## src/rtl/bist_sequencer.sv

```systemverilog
// bist_sequencer: one LBIST session (INIT, RUN, FLUSH, CMP, DONE); optional watchdog under BIST_WATCHDOG_EN.
// Latency: done rises NUM_PATTERNS+FLUSH_CYC+2 cycles after INIT; no backpressure, abort cancels in any cycle.
module bist_sequencer #(
  parameter int BITS         = 8,
  parameter int SIG_BITS     = 16,
  parameter int NUM_PATTERNS = 200,
  parameter int FLUSH_CYC    = 2
) (
  input  logic                clk,
  input  logic                rst,
  input  logic                start,
  input  logic                abort,
  input  logic [BITS-1:0]     pat_count,
  input  logic [SIG_BITS-1:0] misr_sig,
  input  logic [SIG_BITS-1:0] golden_sig,
  output logic                cnt_rst,
  output logic                cnt_inc,
  output logic                lfsr_load,
  output logic                lfsr_en,
  output logic                misr_clr,
  output logic                misr_en,
  output logic                busy,
  output logic                done,
  output logic                pass,
  output logic                timeout
);

  localparam logic [2:0] IDLE  = 3'd0;
  localparam logic [2:0] INIT  = 3'd1;
  localparam logic [2:0] RUN   = 3'd2;
  localparam logic [2:0] FLUSH = 3'd3;
  localparam logic [2:0] CMP   = 3'd4;
  localparam logic [2:0] DONE  = 3'd5;

  localparam int              FW         = $clog2(FLUSH_CYC + 1);
  localparam logic [BITS-1:0] LAST_PAT   = BITS'(NUM_PATTERNS - 1);
  localparam logic [FW-1:0]   FLUSH_LOAD = FW'(FLUSH_CYC - 1);

  logic [2:0]    state;
  logic [2:0]    state_nxt;
  logic [FW-1:0] flush_cnt;
  logic          wd_fire;
  logic          pass_nxt;
  logic          timeout_nxt;

`ifdef BIST_WATCHDOG_EN
  localparam int            WW      = $clog2(NUM_PATTERNS + 5);
  localparam logic [WW-1:0] WD_LAST = WW'(NUM_PATTERNS + 3);

  logic [WW-1:0] wd_cnt;

  // Fires on the RUN cycle that brings the count to NUM_PATTERNS+4.
  always_ff @(posedge clk) begin
    if (rst || state == INIT)
      wd_cnt <= '0;
    else if (state == RUN)
      wd_cnt <= wd_cnt + WW'(1);
  end

  assign wd_fire = (state == RUN) && (wd_cnt == WD_LAST);
`else
  assign wd_fire = 1'b0;
`endif

  always_comb begin
    state_nxt = state;
    case (state)
      IDLE:  if (start) state_nxt = INIT;
      INIT:  state_nxt = RUN;
      RUN: begin
        if (pat_count == LAST_PAT)
          state_nxt = FLUSH;
        else if (wd_fire)
          state_nxt = DONE;
      end
      FLUSH: if (flush_cnt == '0) state_nxt = CMP;
      CMP:   state_nxt = DONE;
      DONE:  if (start) state_nxt = INIT;
      default: state_nxt = IDLE;
    endcase
    if (abort)
      state_nxt = IDLE;
  end

  // Result flags only survive while the FSM stays in DONE.
  always_comb begin
    pass_nxt    = 1'b0;
    timeout_nxt = 1'b0;
    if (state_nxt == DONE) begin
      if (state == CMP) begin
        pass_nxt = (misr_sig == golden_sig);
      end else if (state == DONE) begin
        pass_nxt    = pass;
        timeout_nxt = timeout;
      end else begin
        timeout_nxt = wd_fire;
      end
    end
  end

  always_ff @(posedge clk) begin
    if (rst || state != FLUSH)
      flush_cnt <= FLUSH_LOAD;
    else if (flush_cnt != '0)
      flush_cnt <= flush_cnt - FW'(1);
  end

  always_ff @(posedge clk) begin
    if (rst) begin
      state     <= IDLE;
      cnt_rst   <= 1'b0;
      cnt_inc   <= 1'b0;
      lfsr_load <= 1'b0;
      lfsr_en   <= 1'b0;
      misr_clr  <= 1'b0;
      misr_en   <= 1'b0;
      busy      <= 1'b0;
      done      <= 1'b0;
      pass      <= 1'b0;
      timeout   <= 1'b0;
    end else begin
      state     <= state_nxt;
      cnt_rst   <= (state_nxt == INIT);
      cnt_inc   <= (state_nxt == RUN);
      lfsr_load <= (state_nxt == INIT);
      lfsr_en   <= (state_nxt == RUN);
      misr_clr  <= (state_nxt == INIT);
      misr_en   <= (state_nxt == RUN) || (state_nxt == FLUSH);
      busy      <= (state_nxt inside {INIT, RUN, FLUSH, CMP});
      done      <= (state_nxt == DONE);
      pass      <= pass_nxt;
      timeout   <= timeout_nxt;
    end
  end

endmodule

```

## config.mk

```make
export PLATFORM = sky130hd
export DESIGN_NAME = bist_sequencer
export DESIGN_NICKNAME = d
export VERILOG_FILES = /design/src/rtl/bist_sequencer.sv
export SDC_FILE = /design/constraint.sdc
export NUM_CORES = 1
export LEC_CHECK = 0
export BUFFER_PORTS_ARGS = -buffer_cell sky130_fd_sc_hd__buf_2
export CORE_UTILIZATION = 39
export CTS_CLUSTER_SIZE = 10
export DETAILED_ROUTE_END_ITERATION = 10
export MAX_ROUTING_LAYER = met4
export PLACE_DENSITY = 0.79
export SYNTH_ARGS = -nofsm -noshare
export SYNTH_HDL_FRONTEND = slang
export SYNTH_SLANG_ARGS = --single-unit
export TNS_END_PERCENT = 20
```

## constraint.sdc

```tcl
create_clock -name clk -period 2.3 [get_ports clk]
set_clock_uncertainty 0.1 [all_clocks]
set_input_delay 0.23 -clock clk [delete_from_list [all_inputs] [get_ports clk]]
set_output_delay 0.23 -clock clk [all_outputs]
set_load 0.005 [all_outputs]
```

==> run_results.csv, run 1 <==
group,metric,value,unit
pwr,power_frac_seq,0.474,
synthesis,synth_compound_area_frac,0.112,
routing,wl_per_cell,10.1,µm
timing,fin_crit_sh,0.787,
floorplanning,pin_count,54,
routing,post-route-drc-count,1,
routing,via_per_inst,4.83,
critical_path,critPathRequiredTime,2.41,ns
pwr,p_int,0.312,mW
place,place_inst,154,
finish,final_cells,158,
synthesis,syn-instance-count,82,
finish,nets,179,
pwr,clockPowerShare,0.325,
synthesis,ys_seq_area_frac,0.309,
global_route,antenna_found_initial,0,
timing,hold_viol_final,0,
timing,drv_slew,0,
routing,ant_nets,0,
global_route,grtUsageTotal,0.187,
clock_tree,clk_path_buf_depth,2,
pwr,power.leakage,0.487,nW
clock_tree,cts_tree,"built",
pwr,p_comb_frac,0.202,
synthesis,synth.mux.area_fraction,0,
outcome,outcome,"finished with violations",
synthesis,async_flop_share,0,
synthesis,synth_seq_cells,11,
clock_tree,root_buffer,"clkbuf_4",
pwr,vdd_drop_max,0.000249,V
finish,drive_gt1_frac,0.436,
pwr,power_switching,0.106,mW
synthesis,yosys.area.top_type_share,0.309,
synthesis,synth_cell_types,30,
timing,rsz0062_at_grt,"no",
global_route,grt_overflow,0,
pwr,powerDensity,421,nW/µm²
pwr,swShare,0.254,
synthesis,yosysWarnings,0,
synthesis,syn_area_per_cell,8.68,µm²
clock_tree,clk_latency,0.28,ns
synthesis,syn-cell-area,712,µm²
floorplanning,die_x,44.7,µm
synthesis,syn_nets,127,
critical_path,worstPathMaxFanout,7,
place,numPortBuffers,52,
synthesis,synth-main-ff-cell,"dfxtp_1",
critical_path,start_kind,"flop",
critical_path,worstSetupEndpointType,"flop",
job,maxCapViolations,0,
timing,tns,0,ns
global_route,grt_max_degree,12,
place,detailed_place_hpwl,1.32,mm
outcome,violations,"design-rule violations",
floorplanning,rows,15,
floorplanning,initial_core_util,0.412,
routing,first_pass_iters,7,
hold_path,hold_depth,2,
finish,diodes,0,
synthesis,synth-simple-area-share,0.278,
synthesis,yosys-top-cells-area,"dfxtp_1 31%, xor2_1 14%, xnor2_1 7.4%",
synthesis,synth_top_family_by_area,"simple AND/OR/NAND/NOR gates",
routing,via_count,763,
timing,finalSetupViolCount,0,
place,place_congestion,0.740,
floorplanning,fp.dieH,44.7,µm
timing,timing.fmax,552,MHz
clock_tree,cts_resized,0,
clock_tree,numClockSinks,11,
critical_path,crit_type,"reg2reg",
finish,fillers,173,
routing,drt_iter0_markers,14,
global_route,grt_first_pass_wirelength,2.65,mm
synthesis,yosysTopAreaCell,"dfxtp_1",
floorplanning,core,1730,µm²
finish,areaGrowthSynthToFinish,39.4,%
synthesis,synth_edf_count,0,
clock_tree,cts_setup_buffers,0,
clock_tree,cts.clk_slew.worst_paths,0.07,ns
synthesis,synth_fa_ha_area_frac,0.0176,
critical_path,reg2reg_depth,6,
critical_path,arrival,1.92,ns
timing,period_needed,1.81,ns
routing,wl,1.60,mm
synthesis,synthXorXnorAreaFrac,0.209,
clock_tree,htreeDepth,1,
clock_tree,hold_buffers,0,
hold_path,hp-class,"in2reg",
floorplanning,die_area,2000,µm²
global_route,first_global_vias,713,
clock_tree,cts_made_buffers,3,
==> path summary, 6_finish.rpt <==
| kind | start | slack (ns) | to |
|---|---|---|---|
| min reg2reg | pass$_SDFFE_PP0P_ | 0.38 | pass$_SDFFE_PP0P_ |
| min | abort | 0.13 | state[0]$_SDFF_PP0_ |
| max reg2reg | flush_cnt[0]$_SDFFE_PP1N_ | 0.49 | pass$_SDFFE_PP0P_ |
| max | flush_cnt[0]$_SDFFE_PP1N_ | 0.49 | pass$_SDFFE_PP0P_ |
==> stage by stage <==
stage | instance area, µm² | utilization | setup WS, ns | hold slack (ns) | total power [mW]
6_report | 992 | 0.575 | 0.490 | 0.127 | 0.417
5_1_grt | 992 | 0.575 | 0.364 | 0.126 | 0.440
4_1_cts | 992 | 0.575 | 0.508 | 0.116 | 0.423
2_1_floorplan | 712 | - | 0.706 | 0.202 | 0.241
3_5_place_dp | 966 | 0.559 | 0.555 | 0.378 | 0.287
3_3_place_gp | 966 | 0.559 | 0.641 | 0.373 | 0.284
==> flip-flops by register name, summed over array words and instances (netlist names) <==
register / count
state: 3
done: 1
misr_clr: 1
pass: 1
misr_en: 1
flush_cnt: 2
lfsr_en: 1
busy: 1
==> placed cells by master (no fill, tap or decap), types with 2 or more instances in the layout <==
cell / Yosys / layout
a21oi_1: 3 / 3
buf_2: 0 / 52
clkbuf_4: 0 / 3
dfxtp_1: 11 / 11
inv_1: 3 / 3
nand2_1: 5 / 5
nand3_1: 2 / 2
nand4_1: 3 / 3
nor2_1: 4 / 4
nor2b_1: 4 / 4
nor3_1: 6 / 6
nor4_1: 2 / 2
xnor2_1: 6 / 6
xor2_1: 11 / 11
==> worst max-delay path, stage by stage, from the launching register on <==
cell,delay (ns)
dfxtp_1,0.34
inv_1,0.05
ha_1,0.28
or2_1,0.29
a311oi_2,0.34
and2_1,0.19
a21boi_2,0.15
==> Yosys cell counts (2+ instances only) <==
master	n
a21oi_1	3
buf_4	5
dfxtp_1	11
inv_1	3
nand2_1	5
nand3_1	2
nand4_1	3
nor2_1	4
nor2b_1	4
nor3_1	6
nor4_1	2
xnor2_1	6
xor2_1	11
==> power groups by stage <==
stage	registers, mW	clock network [mW]	logic (mW)
global route	0.199	0.148	0.0937
floorplan	0.201	0	0.0401
detailed placement	0.202	0	0.0852
global placement	0.202	0	0.0823
finish	0.198	0.135	0.0841
CTS	0.198	0.140	0.0854
==> routing by layer <==
| layer | vias up | global-route usage | share of wire |
|---|---|---|---|
| li1 | 382 | - | - |
| met1 | 324 | 0.193 | 0.39 |
| met2 | 52 | 0.324 | 0.49 |
| met3 | 5 | 0.0280 | 0.10 |
| met4 | 0 | 0.133 | 0.018 |
| met5 | - | - | 0 |
==> logic make-up (layout without fill, tap and decap cells) <==
logic type                 Yosys count  in the layout
DFF                                 11             11
buffers and inverters                8             59
adders and majority gates            1              1
other                                1              1
and+or+nand+nor                     34             34
xor gates and xnor gates            17             17
AOI/OAI and AO/OA                   10             10
==> layout make-up <==
class | count | area, µm² | share of cell area
Clock buffer | 4 | 26.3 | 0.0265
Sequential cell | 11 | 220 | 0.222
Timing Repair Buffer | 52 | 260 | 0.262
Tap cell | 25 | 31.3 | 0.0315
Multi-Input combinational cell | 63 | 443 | 0.446
Inverter | 3 | 11.3 | 0.0113
No activity file was read; power rests on OpenSTA's default activity.
==> inputs of run 2 (changes only) <==
ABC_AREA = 1   (was unset)
CORE_ASPECT_RATIO = 0.7   (was unset)
CORE_UTILIZATION = 37   (was 39)
PLACE_DENSITY = 0.75   (was 0.79)
clock period = 1.62 ns   (was 2.3 ns; I/O delays follow)
==> run 2 against run 1 <==
  * The flow still finishes with violations (design-rule violations)
  * Wire length grew 15%
  * Largest power group unchanged
  * Worst hold slack lost 0.12 ns
  * Setup slack lost 0.36 ns
==> run_results.csv, run 2 <==
group,metric,value,unit
outcome,outcome,"finished with violations",
outcome,violations,"design-rule violations",
routing,via_per_inst,4.53,
pwr,powerDensity,560,nW/µm²
pwr,swShare,0.271,
hold_path,hold_depth,2,
timing,drv_slew,0,
synthesis,syn_area_per_cell,6.77,µm²
routing,wl,1.84,mm
timing,timing.fmax,670,MHz
global_route,grtUsageTotal,0.184,
timing,holdWs,0.0117,ns
floorplanning,fp.dieH,41.0,µm
routing,wl_per_cell,9.56,µm
place,numPortBuffers,52,
routing,drt_iter0_markers,21,
finish,nets,216,
finish,areaGrowthSynthToFinish,35.7,%
hold_path,hp-class,"in2reg",
finish,drive_gt1_frac,0.412,
finish,final_cells,192,
clock_tree,cts.clk_slew.worst_paths,0.08,ns
synthesis,yosysWarnings,0,
floorplanning,initial_core_util,0.413,
job,maxCapViolations,0,
routing,post-route-drc-count,2,
finish,final_common_cell,"buf_2",
synthesis,syn_nets,164,
synthesis,yosysMostFrequentCell,"nor2_1",
critical_path,critPathRequiredTime,1.74,ns
synthesis,synthTopCellsByCount,"25 x nor2_1, 20 x nand2_1, 15 x inv_1",
clock_tree,cts_tree,"built",
finish,final_cell_mix,"52 x buf_2, 24 x nor2_1, 20 x nand2_1, 15 x inv_1",
synthesis,yosys.area.top_type_share,0.273,
pwr,clockPowerShare,0.312,
pwr,p_int,0.446,mW
place,place_inst,188,
routing,ant_nets,0,
synthesis,synth-main-ff-cell,"dfxtp_1",
synthesis,synth_seq_cells,11,
finish,largest_reg_flops,3,
floorplanning,die_x,57.8,µm
finish,reg_top3,"state: 3 flops, flush_cnt: 2 flops",
hold_path,hold_path_startpoint,"rst",
synthesis,yosys-top-cells-area,"dfxtp_1 27%, xor2_1 12%, nor2_1 12%",
routing,first_pass_iters,9,
critical_path,rr_endpoint,"pass$_SDFFE_PP0P_",
global_route,grt_max_degree,10,
synthesis,synth_edf_count,0,
timing,hold_viol_final,0,
critical_path,start_kind,"flop",
synthesis,syn-cell-area,806,µm²
synthesis,syn-instance-count,119,
synthesis,ys_seq_area_frac,0.273,
floorplanning,die_area,2370,µm²
clock_tree,clk_path_buf_depth,2,
critical_path,reg2reg_depth,8,
clock_tree,hold_buffers,0,
clock_tree,cts_made_buffers,3,
synthesis,async_flop_share,0,
timing,finalSetupViolCount,0,
place,place_congestion,0.799,
global_route,first_global_vias,769,
place,detailed_place_hpwl,1.57,mm
pwr,vdd_drop_max,0.000174,V
timing,fin_crit_sh,0.922,
synthesis,synth_cell_types,22,
pwr,power.leakage,0.619,nW
pwr,power,0.612,mW
clock_tree,clk_latency,0.27,ns
finish,top_register,"state",
critical_path,r2r_setup_slack,0.13,ns
finish,utilization,0.560,
floorplanning,pin_count,54,
timing,period_needed,1.49,ns
synthesis,yosysTopAreaCell,"dfxtp_1",
global_route,grt_overflow,0,
hold_path,hold_path_end,"misr_en$_SDFF_PP0_",
floorplanning,rows,13,
critical_path,worstSetupEndpointType,"flop",
pwr,p_comb_frac,0.231,
critical_path,arrival,1.61,ns
critical_path,crit_type,"reg2reg",
pwr,power_switching,0.166,mW
clock_tree,htreeDepth,1,
floorplanning,core,1950,µm²
clock_tree,root_buffer,"clkbuf_4",
global_route,antenna_found_initial,0,
global_route,grt_first_pass_wirelength,3.04,mm
timing,worst_slack,0.127,ns
routing,via_count,869,
place,dpl_worst_slack,0.0893,ns
finish,diodes,0,
clock_tree,numClockSinks,11,
critical_path,worstReg2RegStart,"state[2]$_SDFF_PP0_",
critical_path,worstPathMaxFanout,9,
pwr,power_frac_seq,0.457,
run 2: cell types whose count changed after synthesis, sizes merged, moves of 2 or more:
cell / delta
nor3: -3
xnor2: -2
inv: +15
nand2: +19
and4bb: -2
nor2b: -4
nor2: +24
nor4: -2
nand3: +6
run 2: layer usage:
metal  wire [µm]  GRT usage  vias to the layer above
met4          38     0.0833                        0
met2         877      0.352                       36
met5           0          -                        -
li1            -          -                      458
met1         795      0.192                      369
met3         124     0.0410                        6
run 2: metrics by stage:
step                TNS [ns]  area [µm²]
global placement           0        1050
finish                     0        1090
CTS                        0        1080
detailed placement         0        1050
global route         -0.0373        1090
floorplan                  0         806
run 2: power by group through the flow:
stage,Sequential (mW),Combinational (mW),Clock (mW)
final,0.280,0.142,0.191
after global routing,0.280,0.161,0.205
after CTS,0.280,0.143,0.194
after detailed placement,0.286,0.143,0
after global placement,0.286,0.136,0
after floorplan,0.286,0.0717,0
run 2: repair_timing:
| item | 4_1_cts | 5_1_grt |
|---|---|---|
| resized for setup | 0 | 3 |
| setup endpoints to repair | 0 | 3 |
| setup buffers | 0 | 0 |
run 2: worst max path at each step:
| stage | start | to | slack (ns) | depth (start not counted) |
|---|---|---|---|---|
| floorplan | flush_cnt[0]$_SDFFE_PP1N_ | pass$_SDFFE_PP0P_ | 0.22 | 10 |
| global placement | flush_cnt[0]$_SDFFE_PP1N_ | pass$_SDFFE_PP0P_ | 0.16 | 10 |
| detailed placement | flush_cnt[0]$_SDFFE_PP1N_ | pass$_SDFFE_PP0P_ | 0.09 | 10 |
| CTS | flush_cnt[0]$_SDFFE_PP1N_ | pass$_SDFFE_PP0P_ | 0.07 | 10 |
| global route | flush_cnt[0]$_SDFFE_PP1N_ | pass$_SDFFE_PP0P_ | -0.04 | 10 |
| finish | state[2]$_SDFF_PP0_ | pass$_SDFFE_PP0P_ | 0.13 | 8 |
run 2: kinds of logic (layout without fill, tap and decap cells):
kind of cell / Yosys count / after routing / synth area share
flops: 11 / 11 / 0.273
simple gates: 66 / 66 / 0.382
buf+inv: 23 / 74 / 0.135
xor+xnor: 15 / 15 / 0.163
fa+ha+maj: 1 / 1 / 0.0155
compound gates: 2 / 2 / 0.0264
other cells: 1 / 1 / 0.00465
run 2: area by class of cell:
type / count / area, µm²
clock buffers: 4 / 26.3
fillers: 190 / 858
inverters: 18 / 67.6
multi-input cells: 85 / 492
flip-flops and latches: 11 / 220
well taps: 22 / 27.5
repair buffers: 52 / 260
run 2: worst max-delay path, stage by stage, from the launching register on:
cell and delay (ns):
dfxtp_1 0.55, nand3_1 0.15, nor2_1 0.15, nor2_2 0.07, a21oi_4 0.15, nand2_2 0.07, nor2_2 0.09, nand2_1 0.06
inv_1 0.04
